### config.mk
export PLATFORM = sky130hd
export DESIGN_NAME = alu_exec_stage_flat
export DESIGN_NICKNAME = d
export VERILOG_FILES = /design/src/rtl/alu_exec_stage_if.sv /design/src/rtl/alu_exec_stage.sv /design/src/flat_wrapper.sv
export SDC_FILE = /design/constraint.sdc
export NUM_CORES = 1
export LEC_CHECK = 0
export CORE_MARGIN = 3
export CORE_UTILIZATION = 47
export DETAILED_ROUTE_END_ITERATION = 7
export PLACE_DENSITY = 0.71
export SETUP_SLACK_MARGIN = 0.02
export SKIP_LAST_GASP = 1
export SLEW_MARGIN = 20
export SYNTH_ARGS = -nofsm -noshare
export SYNTH_HDL_FRONTEND = slang
export SYNTH_SLANG_ARGS = --single-unit
### constraint.sdc
create_clock -name clk -period 6.01 [get_ports clk]
set_input_delay 0.9015 -clock clk [delete_from_list [all_inputs] [get_ports clk]]
set_output_delay 0.9015 -clock clk [all_outputs]
set_load 0.01 [all_outputs]
### src/rtl/alu_exec_stage_if.sv
`default_nettype none
// +---------------------------------------------------------------------------+
// | alu_exec_stage_if : issue/writeback handshake bundle for alu_exec_stage    |
// | Revision: 1.0                                                              |
// +---------------------------------------------------------------------------+
interface alu_exec_stage_if #(
  parameter int XLEN  = 32,
  parameter int CNT_W = 16
);
  logic             flush;
  logic             in_valid;
  logic             in_ready;
  logic [2:0]       alu_operation;
  logic [XLEN-1:0]  operand_a;
  logic [XLEN-1:0]  operand_b;
  logic [4:0]       rd_addr;
  logic             out_valid;
  logic             out_ready;
  logic [XLEN-1:0]  result;
  logic             zero;
  logic             illegal;
  logic [4:0]       out_rd_addr;
  logic [CNT_W-1:0] op_count;

  // Upstream/downstream environment side.
  modport master (
    output flush, in_valid, alu_operation, operand_a, operand_b, rd_addr, out_ready,
    input  in_ready, out_valid, result, zero, illegal, out_rd_addr, op_count
  );

  // Execute stage side.
  modport slave (
    input  flush, in_valid, alu_operation, operand_a, operand_b, rd_addr, out_ready,
    output in_ready, out_valid, result, zero, illegal, out_rd_addr, op_count
  );
endinterface
`default_nettype wire

### src/rtl/alu_exec_stage.sv
`default_nettype none
// +---------------------------------------------------------------------------+
// | alu_exec_stage : execute-stage ALU with a 2-entry result queue             |
// | Revision: 1.0                                                              |
// +---------------------------------------------------------------------------+
module alu_exec_stage #(
  parameter int XLEN  = 32,
  parameter int CNT_W = 16
) (
  input  wire logic         clk,
  input  wire logic         rst,
  alu_exec_stage_if.slave   bus
);

  typedef enum logic [1:0] {
    EMPTY = 2'd0,
    ONE   = 2'd1,
    FULL  = 2'd2
  } count_e;

  count_e           count_q, count_d;
  logic             rd_ptr_q, rd_ptr_d;
  logic [CNT_W-1:0] op_count_q, op_count_d;

  logic [XLEN-1:0]  res_q  [2];
  logic             zero_q [2];
  logic             ill_q  [2];
  logic [4:0]       rd_q   [2];

  logic             in_ready_w;
  logic             out_valid_w;
  logic             accept_w;
  logic             pop_w;
  logic             enq_w;
  logic             wr_ptr_w;
  logic [XLEN-1:0]  alu_res_w;
  logic             alu_ill_w;

  assign in_ready_w  = (count_q != FULL);
  assign out_valid_w = (count_q != EMPTY);
  assign accept_w    = bus.in_valid && in_ready_w;
  assign pop_w       = out_valid_w && bus.out_ready;
  // Code 7 consumes the handshake without producing a queue entry.
  assign enq_w       = accept_w && (bus.alu_operation != 3'd7) && !bus.flush;
  assign wr_ptr_w    = rd_ptr_q ^ (count_q == ONE);

  always_comb begin
    alu_res_w = '0;
    alu_ill_w = 1'b0;
    case (bus.alu_operation)
      3'd0:    alu_res_w = bus.operand_a + bus.operand_b;
      3'd1:    alu_res_w = bus.operand_a - bus.operand_b;
      3'd2:    alu_res_w = bus.operand_a & bus.operand_b;
      3'd3:    alu_res_w = bus.operand_a | bus.operand_b;
      3'd4:    alu_res_w = bus.operand_a ^ bus.operand_b;
      default: alu_ill_w = 1'b1;
    endcase
  end

  always_comb begin
    count_d    = count_q;
    rd_ptr_d   = rd_ptr_q;
    op_count_d = op_count_q;
    // A popped head was taken downstream even when flush clears the queue.
    if (pop_w) begin
      rd_ptr_d = ~rd_ptr_q;
      if (!ill_q[rd_ptr_q]) begin
        op_count_d = op_count_q + CNT_W'(1);
      end
    end
    if (bus.flush) begin
      count_d = EMPTY;
    end else begin
      case ({enq_w, pop_w})
        2'b10:   count_d = (count_q == EMPTY) ? ONE : FULL;
        2'b01:   count_d = (count_q == FULL) ? ONE : EMPTY;
        default: count_d = count_q;
      endcase
    end
  end

  always_ff @(posedge clk) begin
    if (rst) begin
      count_q    <= EMPTY;
      rd_ptr_q   <= 1'b0;
      op_count_q <= '0;
    end else begin
      count_q    <= count_d;
      rd_ptr_q   <= rd_ptr_d;
      op_count_q <= op_count_d;
    end
  end

  always_ff @(posedge clk) begin
    if (rst) begin
      for (int i = 0; i < 2; i++) begin
        res_q[i]  <= '0;
        zero_q[i] <= 1'b0;
        ill_q[i]  <= 1'b0;
        rd_q[i]   <= '0;
      end
    end else if (enq_w) begin
      res_q[wr_ptr_w]  <= alu_res_w;
      zero_q[wr_ptr_w] <= (alu_res_w == '0);
      ill_q[wr_ptr_w]  <= alu_ill_w;
      rd_q[wr_ptr_w]   <= bus.rd_addr;
    end
  end

  // Head fields read as zero whenever the queue holds nothing.
  assign bus.in_ready    = in_ready_w;
  assign bus.out_valid   = out_valid_w;
  assign bus.result      = out_valid_w ? res_q[rd_ptr_q]  : '0;
  assign bus.zero        = out_valid_w ? zero_q[rd_ptr_q] : 1'b0;
  assign bus.illegal     = out_valid_w ? ill_q[rd_ptr_q]  : 1'b0;
  assign bus.out_rd_addr = out_valid_w ? rd_q[rd_ptr_q]   : 5'd0;
  assign bus.op_count    = op_count_q;

endmodule
`default_nettype wire
### src/flat_wrapper.sv
// flat-port wrapper written by rule: the top's interface ports become plain ports
module alu_exec_stage_flat 
#(
  parameter int XLEN  = 32,
  parameter int CNT_W = 16
)
  (clk, rst, bus_flush, bus_in_valid, bus_alu_operation, bus_operand_a, bus_operand_b, bus_rd_addr, bus_out_ready, bus_in_ready, bus_out_valid, bus_result, bus_zero, bus_illegal, bus_out_rd_addr, bus_op_count);
  alu_exec_stage_if #(.XLEN(XLEN), .CNT_W(CNT_W)) bus_i ();
  input  wire logic clk;
  input  wire logic rst;
  input wire logic [$bits(bus_i.flush)-1:0] bus_flush;
  input wire logic [$bits(bus_i.in_valid)-1:0] bus_in_valid;
  input wire logic [$bits(bus_i.alu_operation)-1:0] bus_alu_operation;
  input wire logic [$bits(bus_i.operand_a)-1:0] bus_operand_a;
  input wire logic [$bits(bus_i.operand_b)-1:0] bus_operand_b;
  input wire logic [$bits(bus_i.rd_addr)-1:0] bus_rd_addr;
  input wire logic [$bits(bus_i.out_ready)-1:0] bus_out_ready;
  output wire logic [$bits(bus_i.in_ready)-1:0] bus_in_ready;
  output wire logic [$bits(bus_i.out_valid)-1:0] bus_out_valid;
  output wire logic [$bits(bus_i.result)-1:0] bus_result;
  output wire logic [$bits(bus_i.zero)-1:0] bus_zero;
  output wire logic [$bits(bus_i.illegal)-1:0] bus_illegal;
  output wire logic [$bits(bus_i.out_rd_addr)-1:0] bus_out_rd_addr;
  output wire logic [$bits(bus_i.op_count)-1:0] bus_op_count;
  assign bus_i.flush = bus_flush;
  assign bus_i.in_valid = bus_in_valid;
  assign bus_i.alu_operation = bus_alu_operation;
  assign bus_i.operand_a = bus_operand_a;
  assign bus_i.operand_b = bus_operand_b;
  assign bus_i.rd_addr = bus_rd_addr;
  assign bus_i.out_ready = bus_out_ready;
  assign bus_in_ready = bus_i.in_ready;
  assign bus_out_valid = bus_i.out_valid;
  assign bus_result = bus_i.result;
  assign bus_zero = bus_i.zero;
  assign bus_illegal = bus_i.illegal;
  assign bus_out_rd_addr = bus_i.out_rd_addr;
  assign bus_op_count = bus_i.op_count;
  alu_exec_stage #(.XLEN(XLEN), .CNT_W(CNT_W)) u_core (.clk(clk), .rst(rst), .bus(bus_i));
endmodule
==> report_table.html, run 1 <==
<table>
<tr><th>Metric</th><th>Value</th></tr>
<tr><th colspan="2">Cells and area</th></tr>
<tr><td>Commonest non-fill, non-tap cells in the layout</td><td>nor2_1, clkdlybuf4s50_1, ha_1</td></tr>
<tr><td>Share of layout cells above drive strength 1</td><td>between 6 and 7%</td></tr>
<tr><td>Area occupied by multi-input gates</td><td>5510 µm²</td></tr>
<tr><td>Area Growth Syn to Fin</td><td>21.1%</td></tr>
<tr><td>Total area of sequential cells</td><td>2740 µm²</td></tr>
<tr><td>Area of all placed cells without fillers</td><td>10600 µm²</td></tr>
<tr><td>Antenna diode instance count</td><td>0</td></tr>
<tr><td>Post-layout net count</td><td>1306</td></tr>
<tr><td>Fillcell total</td><td>around 1700</td></tr>
<tr><td>Post-route non-filler standard cell count</td><td>1364</td></tr>
<tr><td>Core Util, Final</td><td>58.6%</td></tr>
<tr><td>Most frequent standard cell in the layout excluding fill and tap cells</td><td>nor2_1</td></tr>
<tr><th colspan="2">Yosys</th></tr>
<tr><td>Number of enable flip-flop cells after synthesis</td><td>78</td></tr>
<tr><td>Seq/Total Area, Yosys</td><td>31.2%</td></tr>
<tr><td>Post-Syn Instances</td><td>1020</td></tr>
<tr><td>Asr flop ratio synth</td><td>0%</td></tr>
<tr><td>Netlist area before placement</td><td>8780 µm²</td></tr>
<tr><td>Mean instance size in the synthesized netlist</td><td>~8.6 µm²</td></tr>
<tr><td>Post-Syn Nets</td><td>1196</td></tr>
<tr><td>Ys flop type</td><td>edfxtp_1</td></tr>
<tr><td>Library cells used by synthesis</td><td>74</td></tr>
<tr><td>Number of warning messages in the yosys log</td><td>0</td></tr>
<tr><td>Number of register bits inferred by synthesis</td><td>98</td></tr>
<tr><th colspan="2">Placed design</th></tr>
<tr><td>Weighted congestion at the end of routability-driven global placement</td><td>0.919</td></tr>
<tr><td>Port Buffer Count</td><td>approximately 130</td></tr>
<tr><td>Instance area after placement</td><td>just over 10000 µm²</td></tr>
<tr><td>Half-perimeter wire length after placement</td><td>17.7 mm</td></tr>
<tr><td>Cell total after placement</td><td>1348</td></tr>
<tr><td>Worst slack, placed</td><td>280 ps</td></tr>
<tr><th colspan="2">Floorplanning</th></tr>
<tr><td>Overall die width</td><td>143 µm</td></tr>
<tr><td>Die outline height</td><td>143 µm</td></tr>
<tr><td>Number of cell rows</td><td>49</td></tr>
<tr><td>Die Area</td><td>20400 µm²</td></tr>
<tr><td>Core area</td><td>18100 µm²</td></tr>
<tr><td>Effective utilization at floorplan</td><td>48.4%</td></tr>
<tr><td>I/O pin count</td><td>134</td></tr>
<tr><th colspan="2">Setup path</th></tr>
<tr><td>FF-to-FF Start</td><td>u_core.count_q[1]</td></tr>
<tr><td>Most common cell on crit path</td><td>o21ai_0</td></tr>
<tr><td>Slack of the worst reg-to-reg path</td><td>3590 ps</td></tr>
<tr><td>Series of cell instances along the critical path</td><td>clkdlybuf4s50_1 -&gt; inv_1 -&gt; ha_1 -&gt; nand4_1 -&gt; nor2_1 -&gt; nor4b_2 -&gt; nand2_1 -&gt; o21ai_0 -&gt; xnor2_1 -&gt; ha_1 -&gt; nand2_1 -&gt; o21ai_0 -&gt; buf_4 -&gt; o21ai_0 -&gt; o311a_1 -&gt; a31oi_1 -&gt; o2111ai_1 -&gt; nor4_1 -&gt; nand4_1 -&gt; nor3_1</td></tr>
<tr><td>FF-to-FF End</td><td>u_core.count_q[1]</td></tr>
<tr><td>Worst setup path endpoint</td><td>u_core.zero_q[1]</td></tr>
<tr><td>Critical-path cell with the highest stage delay</td><td>clkdlybuf4s50_1</td></tr>
<tr><td>Kind of capture point of the worst setup path</td><td>flip-flop</td></tr>
<tr><td>Launch point of the worst path</td><td>bus_operand_b[0]</td></tr>
<tr><td>Startpoint Class</td><td>input pin</td></tr>
<tr><td>Depth of the most critical reg-to-reg path</td><td>8</td></tr>
<tr><td>Worst EP arrival</td><td>roughly 5600 ps</td></tr>
<tr><td>Stage delay of the slowest cell on the critical path</td><td>approximately 480 ps</td></tr>
<tr><td>Critical Path RT</td><td>6190 ps</td></tr>
<tr><td>Maximum fanout along the worst path</td><td>10</td></tr>
<tr><td>Critical Setup Path Class</td><td>in -&gt; reg</td></tr>
<tr><th colspan="2">Route</th></tr>
<tr><td>Number of DRC markers in iteration 0</td><td>600</td></tr>
<tr><td>Via density per instance</td><td>5.70</td></tr>
<tr><td>Final wirelength</td><td>23.1 mm</td></tr>
<tr><td>Drt first pass iters</td><td>5</td></tr>
<tr><td>Number of routed nets with antenna violations</td><td>0</td></tr>
<tr><td>Total via count after detailed routing</td><td>7776</td></tr>
<tr><td>DRC violations left</td><td>0</td></tr>
<tr><td>Average routed wire per standard cell</td><td>16.9 µm</td></tr>
<tr><th colspan="2">Power and ir drop</th></tr>
<tr><td>Total design power</td><td>between 1.5 and 2 mW</td></tr>
<tr><td>Ratio of total power to cell area</td><td>188 nW/µm²</td></tr>
<tr><td>Internal Dissipation</td><td>1.36 mW</td></tr>
<tr><td>Sw frac</td><td>32.2%</td></tr>
<tr><td>Sequential share of power</td><td>38.5%</td></tr>
<tr><td>Combinational share of power</td><td>33.0%</td></tr>
<tr><td>VDD IR max</td><td>0.000124 V</td></tr>
<tr><td>Share of power burned in the clock network</td><td>approximately 29%</td></tr>
<tr><td>Switching power</td><td>0.644 mW</td></tr>
<tr><td>Static Leakage</td><td>4.17 nW</td></tr>
<tr><th colspan="2">GRT</th></tr>
<tr><td>GR Overflow Total</td><td>0</td></tr>
<tr><td>Largest net degree at the start of global routing</td><td>40</td></tr>
<tr><td>Antenna violations before repair</td><td>0</td></tr>
<tr><td>Via count of the first global-routing pass</td><td>7438</td></tr>
<tr><td>GRT Util Overall</td><td>22.6%</td></tr>
<tr><td>First-pass GRT wire length</td><td>approximately 38 mm</td></tr>
<tr><th colspan="2">CTS</th></tr>
<tr><td>Clock tree from TritonCTS</td><td>done</td></tr>
<tr><td>Resized cells post-CTS</td><td>0</td></tr>
<tr><td>Cell at the root of the clock tree</td><td>clkbuf_16</td></tr>
<tr><td>Cts hold-fix bufs</td><td>0</td></tr>
<tr><td>Number of levels the H-tree was split into</td><td>3</td></tr>
<tr><td># Post-CTS Setup Buffers</td><td>0</td></tr>
<tr><td>Worst-path clk slew</td><td>70 ps</td></tr>
<tr><td>Number of CTS-inserted buffers</td><td>9</td></tr>
<tr><td>Max clock buf depth</td><td>2</td></tr>
<tr><td>Clock sink count</td><td>98</td></tr>
<tr><td>Clk Latency, worst-skew pair</td><td>about 340 ps</td></tr>
<tr><th colspan="2">Timing</th></tr>
<tr><td>Slew at the pin closest to its max-slew limit</td><td>1000 ps</td></tr>
<tr><td>Max-slew violations</td><td>0</td></tr>
<tr><td>Period minus WS final</td><td>5370 ps</td></tr>
<tr><td>Total of endpoints with negative setup slack in the final report</td><td>0</td></tr>
<tr><td>Final Hold Slack</td><td>541 ps</td></tr>
<tr><td>Worst setup skew after layout</td><td>5.46 ps</td></tr>
<tr><td>Fin crit share</td><td>89.4%</td></tr>
<tr><td>Max-slew headroom at the worst pin</td><td>~33%</td></tr>
<tr><td>Endpoints failing hold</td><td>0</td></tr>
<tr><td>Setup TNS after final layout</td><td>0 ps</td></tr>
<tr><td>RSZ-0062 raised after global routing</td><td>no</td></tr>
<tr><td>Setup slack of the critical path after layout</td><td>638 ps</td></tr>
<tr><td>Upper clock frequency limit</td><td>186 MHz</td></tr>
<tr><th colspan="2">Status</th></tr>
<tr><td>Result of the run</td><td>complete, no violations</td></tr>
<tr><th colspan="2">Hold path</th></tr>
<tr><td>HP Class</td><td>reg -&gt; reg</td></tr>
<tr><td>Worst min-delay path startpoint</td><td>u_core.bus.op_count[15]</td></tr>
<tr><th colspan="2">Job</th></tr>
<tr><td>Max-Cap Viols</td><td>0</td></tr>
</table>
==> critical path, delay by kind of cell <==
family / cells / cell delay [ps]
compound gates: 6 / 1290
xor+xnor: 1 / 100
fa+ha+maj: 2 / 660
buf+inv: 3 / 820
simple gates: 8 / 1770
==> cells by family after synthesis <==
kind of cell	count (synthesis)	synth area share, %
compound gates	239	18.6
xor+xnor	66	6.58
fa+ha+maj	99	14.2
buf+inv	135	6.21
flops	98	31.2
mux	42	4.80
simple gates	341	18.4
==> final cells by class <==
class / instances / area share, %
inverters: 78 / 2.75
well taps: 229 / 2.69
multi-input cells: 787 / 51.8
repair buffers: 156 / 14.1
clock buffers: 9 / 2.12
flip-flops and latches: 98 / 25.8
clock inverters: 7 / 0.729
==> power groups by stage <==
stage               Combinational [mW]  Sequential, mW  Clock [mW]
global route                     0.731           0.771       0.613
global placement                 0.647           0.783           0
CTS                              0.654           0.769       0.581
floorplan                        0.441           0.781           0
finish                           0.659           0.769       0.571
detailed placement               0.649           0.784           0
==> cell usage after synthesis, drive strengths merged (2+ instances only) <==
library cell / n / area, µm²
nor4: 12 / 103
a2111oi: 5 / 50.0
a311o: 2 / 20.0
clkbuf: 30 / 114
a21oi: 64 / 335
a21o: 8 / 61.3
buf: 27 / 139
nor3: 16 / 90.1
or2: 3 / 21.3
mux2i: 41 / 410
or3: 6 / 37.5
xnor2: 44 / 385
o22a: 6 / 52.6
nand2: 45 / 169
o311a: 2 / 20.0
nand2b: 8 / 50.1
a211oi: 11 / 110
xor2: 22 / 193
nor2b: 5 / 31.3
a31oi: 10 / 68.8
o31ai: 5 / 42.5
a41oi: 6 / 52.6
and3: 10 / 62.6
ha: 98 / 1230
o311ai: 2 / 25.0
a22oi: 31 / 233
nor2: 180 / 678
o211ai: 2 / 20.0
o22ai: 25 / 156
o211a: 2 / 20.0
and2: 8 / 52.6
and4: 8 / 70.1
inv: 78 / 293
a211o: 5 / 43.8
nand4: 20 / 131
o21a: 10 / 75.1
o21bai: 3 / 22.5
dfxtp: 20 / 400
edfxtp: 78 / 2340
nand3: 16 / 80.1
o21ai: 34 / 170
==> how the worst min path moves through the flow <==
stage	endpoint	slack, ps	cells past startpoint
4_1_cts	u_core.bus.op_count[8]	540	2
6_report	u_core.bus.op_count[15]	540	2
5_1_grt	u_core.bus.op_count[11]	580	2
3_3_place_gp	u_core.bus.op_count[15]	490	2
3_5_place_dp	u_core.bus.op_count[8]	520	2
2_1_floorplan	flip-flop	520	2
==> per-layer routing <==
layer / up-vias / track usage (%) / share of wire [%]
li1: 3881 / - / -
met1: 3645 / 33.6 / 49
met2: 229 / 35.9 / 45
met3: 21 / 1.88 / 4.8
met4: 0 / 5.35 / 1.6
met5: - / 0 / 0
==> registers in the layout, indices dropped and copies added, names as in the netlist, named ones only <==
register	cells
u_core.res_q	64
u_core.rd_ptr_q	1
u_core.rd_q	10
u_core.count_q	2
u_core.bus.op_count	16
u_core.zero_q	2
u_core.ill_q	2
No activity file was read; power rests on OpenSTA's default activity.
==> inputs of run 2 (changes only) <==
RECOVER_POWER = 50   (was not set)
==> report_table.html, run 2 (same netlist as run 1, synthesis figures left out) <==
<table>
<tr><th>Metric</th><th>Value</th></tr>
<tr><th colspan="2">GRT</th></tr>
<tr><td>First-pass GRT wire length</td><td>37.7 mm</td></tr>
<tr><td>GRT Util Overall</td><td>22.6%</td></tr>
<tr><td>Largest net degree at the start of global routing</td><td>40</td></tr>
<tr><td>Antenna violations before repair</td><td>0</td></tr>
<tr><td>Via count of the first global-routing pass</td><td>7438</td></tr>
<tr><td>GR Overflow Total</td><td>0</td></tr>
<tr><th colspan="2">Cells and area</th></tr>
<tr><td>Area of all placed cells without fillers</td><td>10600 µm²</td></tr>
<tr><td>Post-layout net count</td><td>between 1000 and 1500</td></tr>
<tr><td>Share of layout cells above drive strength 1</td><td>5.99%</td></tr>
<tr><td>Commonest non-fill, non-tap cells in the layout</td><td>nor2_1, ha_1, clkdlybuf4s50_1</td></tr>
<tr><td>Core Util, Final</td><td>58.5%</td></tr>
<tr><td>Area Growth Syn to Fin</td><td>21.0%</td></tr>
<tr><td>Most flop-heavy register</td><td>u_core.res_q</td></tr>
<tr><td>Number of flip-flops in the largest register</td><td>64</td></tr>
<tr><td>Most frequent standard cell in the layout excluding fill and tap cells</td><td>nor2_1</td></tr>
<tr><td>Antenna diode instance count</td><td>0</td></tr>
<tr><th colspan="2">Route</th></tr>
<tr><td>Number of DRC markers in iteration 0</td><td>605</td></tr>
<tr><td>Drt first pass iters</td><td>7</td></tr>
<tr><td>Via density per instance</td><td>around 5.7</td></tr>
<tr><td>Average routed wire per standard cell</td><td>16.8 µm</td></tr>
<tr><td>DRC violations left</td><td>0</td></tr>
<tr><td>Number of routed nets with antenna violations</td><td>0</td></tr>
<tr><td>Total via count after detailed routing</td><td>around 7800</td></tr>
<tr><td>Final wirelength</td><td>~23 mm</td></tr>
<tr><th colspan="2">Timing</th></tr>
<tr><td>Endpoints failing hold</td><td>0</td></tr>
<tr><td>Total of endpoints with negative setup slack in the final report</td><td>0</td></tr>
<tr><td>RSZ-0062 raised after global routing</td><td>no</td></tr>
<tr><td>Slew at the pin closest to its max-slew limit</td><td>1920 ps</td></tr>
<tr><td>Upper clock frequency limit</td><td>about 190 MHz</td></tr>
<tr><td>Final Hold Slack</td><td>approximately 540 ps</td></tr>
<tr><td>Max-slew violations</td><td>120</td></tr>
<tr><td>Max-slew headroom at the worst pin</td><td>-28.0%</td></tr>
<tr><td>Setup TNS after final layout</td><td>0 ps</td></tr>
<tr><td>Fin crit share</td><td>89.9%</td></tr>
<tr><td>Worst setup skew after layout</td><td>slightly below 5 ps</td></tr>
<tr><td>Period minus WS final</td><td>~5400 ps</td></tr>
<tr><th colspan="2">CTS</th></tr>
<tr><td># Post-CTS Setup Buffers</td><td>0</td></tr>
<tr><td>Cell at the root of the clock tree</td><td>clkbuf_16</td></tr>
<tr><td>Number of CTS-inserted buffers</td><td>9</td></tr>
<tr><td>Max clock buf depth</td><td>2</td></tr>
<tr><td>Cts hold-fix bufs</td><td>0</td></tr>
<tr><td>Clock tree from TritonCTS</td><td>done</td></tr>
<tr><td>Number of levels the H-tree was split into</td><td>3</td></tr>
<tr><td>Clk Latency, worst-skew pair</td><td>340 ps</td></tr>
<tr><td>Worst-path clk slew</td><td>approximately 70 ps</td></tr>
<tr><td>Clock sink count</td><td>98</td></tr>
<tr><td>Resized cells post-CTS</td><td>0</td></tr>
<tr><th colspan="2">Placed design</th></tr>
<tr><td>Port Buffer Count</td><td>133</td></tr>
<tr><td>Half-perimeter wire length after placement</td><td>17.7 mm</td></tr>
<tr><td>Instance area after placement</td><td>10300 µm²</td></tr>
<tr><td>Weighted congestion at the end of routability-driven global placement</td><td>about 0.92</td></tr>
<tr><th colspan="2">Floorplanning</th></tr>
<tr><td>I/O pin count</td><td>134</td></tr>
<tr><td>Die outline height</td><td>143 µm</td></tr>
<tr><td>Core area</td><td>18100 µm²</td></tr>
<tr><td>Die Area</td><td>20400 µm²</td></tr>
<tr><td>Number of cell rows</td><td>around 50</td></tr>
<tr><td>Overall die width</td><td>143 µm</td></tr>
<tr><td>Effective utilization at floorplan</td><td>between 40% and 50%</td></tr>
<tr><th colspan="2">Setup path</th></tr>
<tr><td>Startpoint Class</td><td>input pin</td></tr>
<tr><td>Kind of capture point of the worst setup path</td><td>flip-flop</td></tr>
<tr><td>FF-to-FF Start</td><td>u_core.count_q[1]</td></tr>
<tr><td>Worst EP arrival</td><td>5560 ps</td></tr>
<tr><td>Critical Path RT</td><td>6170 ps</td></tr>
<tr><td>Launch point of the worst path</td><td>bus_operand_b[0]</td></tr>
<tr><td>Maximum fanout along the worst path</td><td>6</td></tr>
<tr><td>Critical Setup Path Class</td><td>in -&gt; reg</td></tr>
<tr><th colspan="2">Power and ir drop</th></tr>
<tr><td>Static Leakage</td><td>4.30 nW</td></tr>
<tr><td>Total design power</td><td>between 1.5 and 2 mW</td></tr>
<tr><td>Ratio of total power to cell area</td><td>about 190 nW/µm²</td></tr>
<tr><td>VDD IR max</td><td>0.000124 V</td></tr>
<tr><th colspan="2">Hold path</th></tr>
<tr><td>Worst min-delay path startpoint</td><td>u_core.bus.op_count[15]</td></tr>
<tr><td>HP Class</td><td>reg -&gt; reg</td></tr>
<tr><th colspan="2">Status</th></tr>
<tr><td>Result of the run</td><td>finished, violations left</td></tr>
<tr><td>Violated checks</td><td>capacitance limit, slew limit</td></tr>
<tr><th colspan="2">Job</th></tr>
<tr><td>Max-Cap Viols</td><td>3</td></tr>
</table>
-- run 2: changes by cell type in the layout (fill, tap and decap cells not counted) --
cell,delta
buf_4,-3
clkbuf_1,+3
nor2_1,+1
dlygate4sd3_1,+44
and2_1,-1
nand2b_2,-1
clkdlybuf4s50_1,-44
nor2_2,-1
nand2b_1,+1
and2_0,+1
-- run 2: metrics by stage --
stage,setup WS [ps],cells
floorplan,750,1020
global placement,415,1348
detailed placement,280,1348
CTS,613,1364
global route,151,1364
finish,607,1364
-- run 2: final cells by class --
| class | instances | area [µm²] |
|---|---|---|
| timing repair buffer | 156 | 1490 |
| inverter | 78 | 293 |
| tap | 229 | 287 |
| clock inverter | 7 | 77.6 |
| multi-input combinational | 787 | 5500 |
| fill | 1697 | 7530 |
| clock buffer | 9 | 225 |
| sequential | 98 | 2740 |
-- run 2: critical path: stages --
cell and delay (ps):
clkdlybuf4s50_1 480, inv_1 140, ha_1 220, nand4_1 170
nor2_1 270, nor4b_2 360, buf_4 190, a21oi_1 80
xnor2_1 140, ha_1 390, a21oi_1 240, o21ai_0 160
a211o_1 350, or2_4 280, a211oi_1 300, o2111ai_1 200
nor4_1 350, nand4_1 160, nor3_1 160
-- run 2: worst paths after layout --
path	endpoint	slack (ps)	cells past startpoint
max reg2reg	u_core.count_q[1]	2720	8
min reg2reg	u_core.bus.op_count[15]	540	2
max	u_core.zero_q[1]	610	19
min	u_core.bus.op_count[15]	540	2
-- run 2: per-layer routing --
layer  GRT usage (%)  up-vias  share of wire [%]
met1            33.6     3634                 49
met2            35.9      227                 45
met4            5.35        0                1.6
li1                -     3883                  -
met3            1.88       22                4.9
met5               0        -                  0
-- run 2: where the power goes --
group / total, mW / internal (mW) / switching, mW / leakage (nW)
Clock: 0.570 / 0.325 / 0.245 / 0.135
Sequential: 0.770 / 0.761 / 0.00899 / 0.975
Combinational: 0.656 / 0.268 / 0.388 / 3.19
==> inputs of run 3 (changes only) <==
SLEW_MARGIN = not set   (was 20)
==> results of run 3 <==
Same layout as run 2: the final DEF is identical, and so are final timing and power.
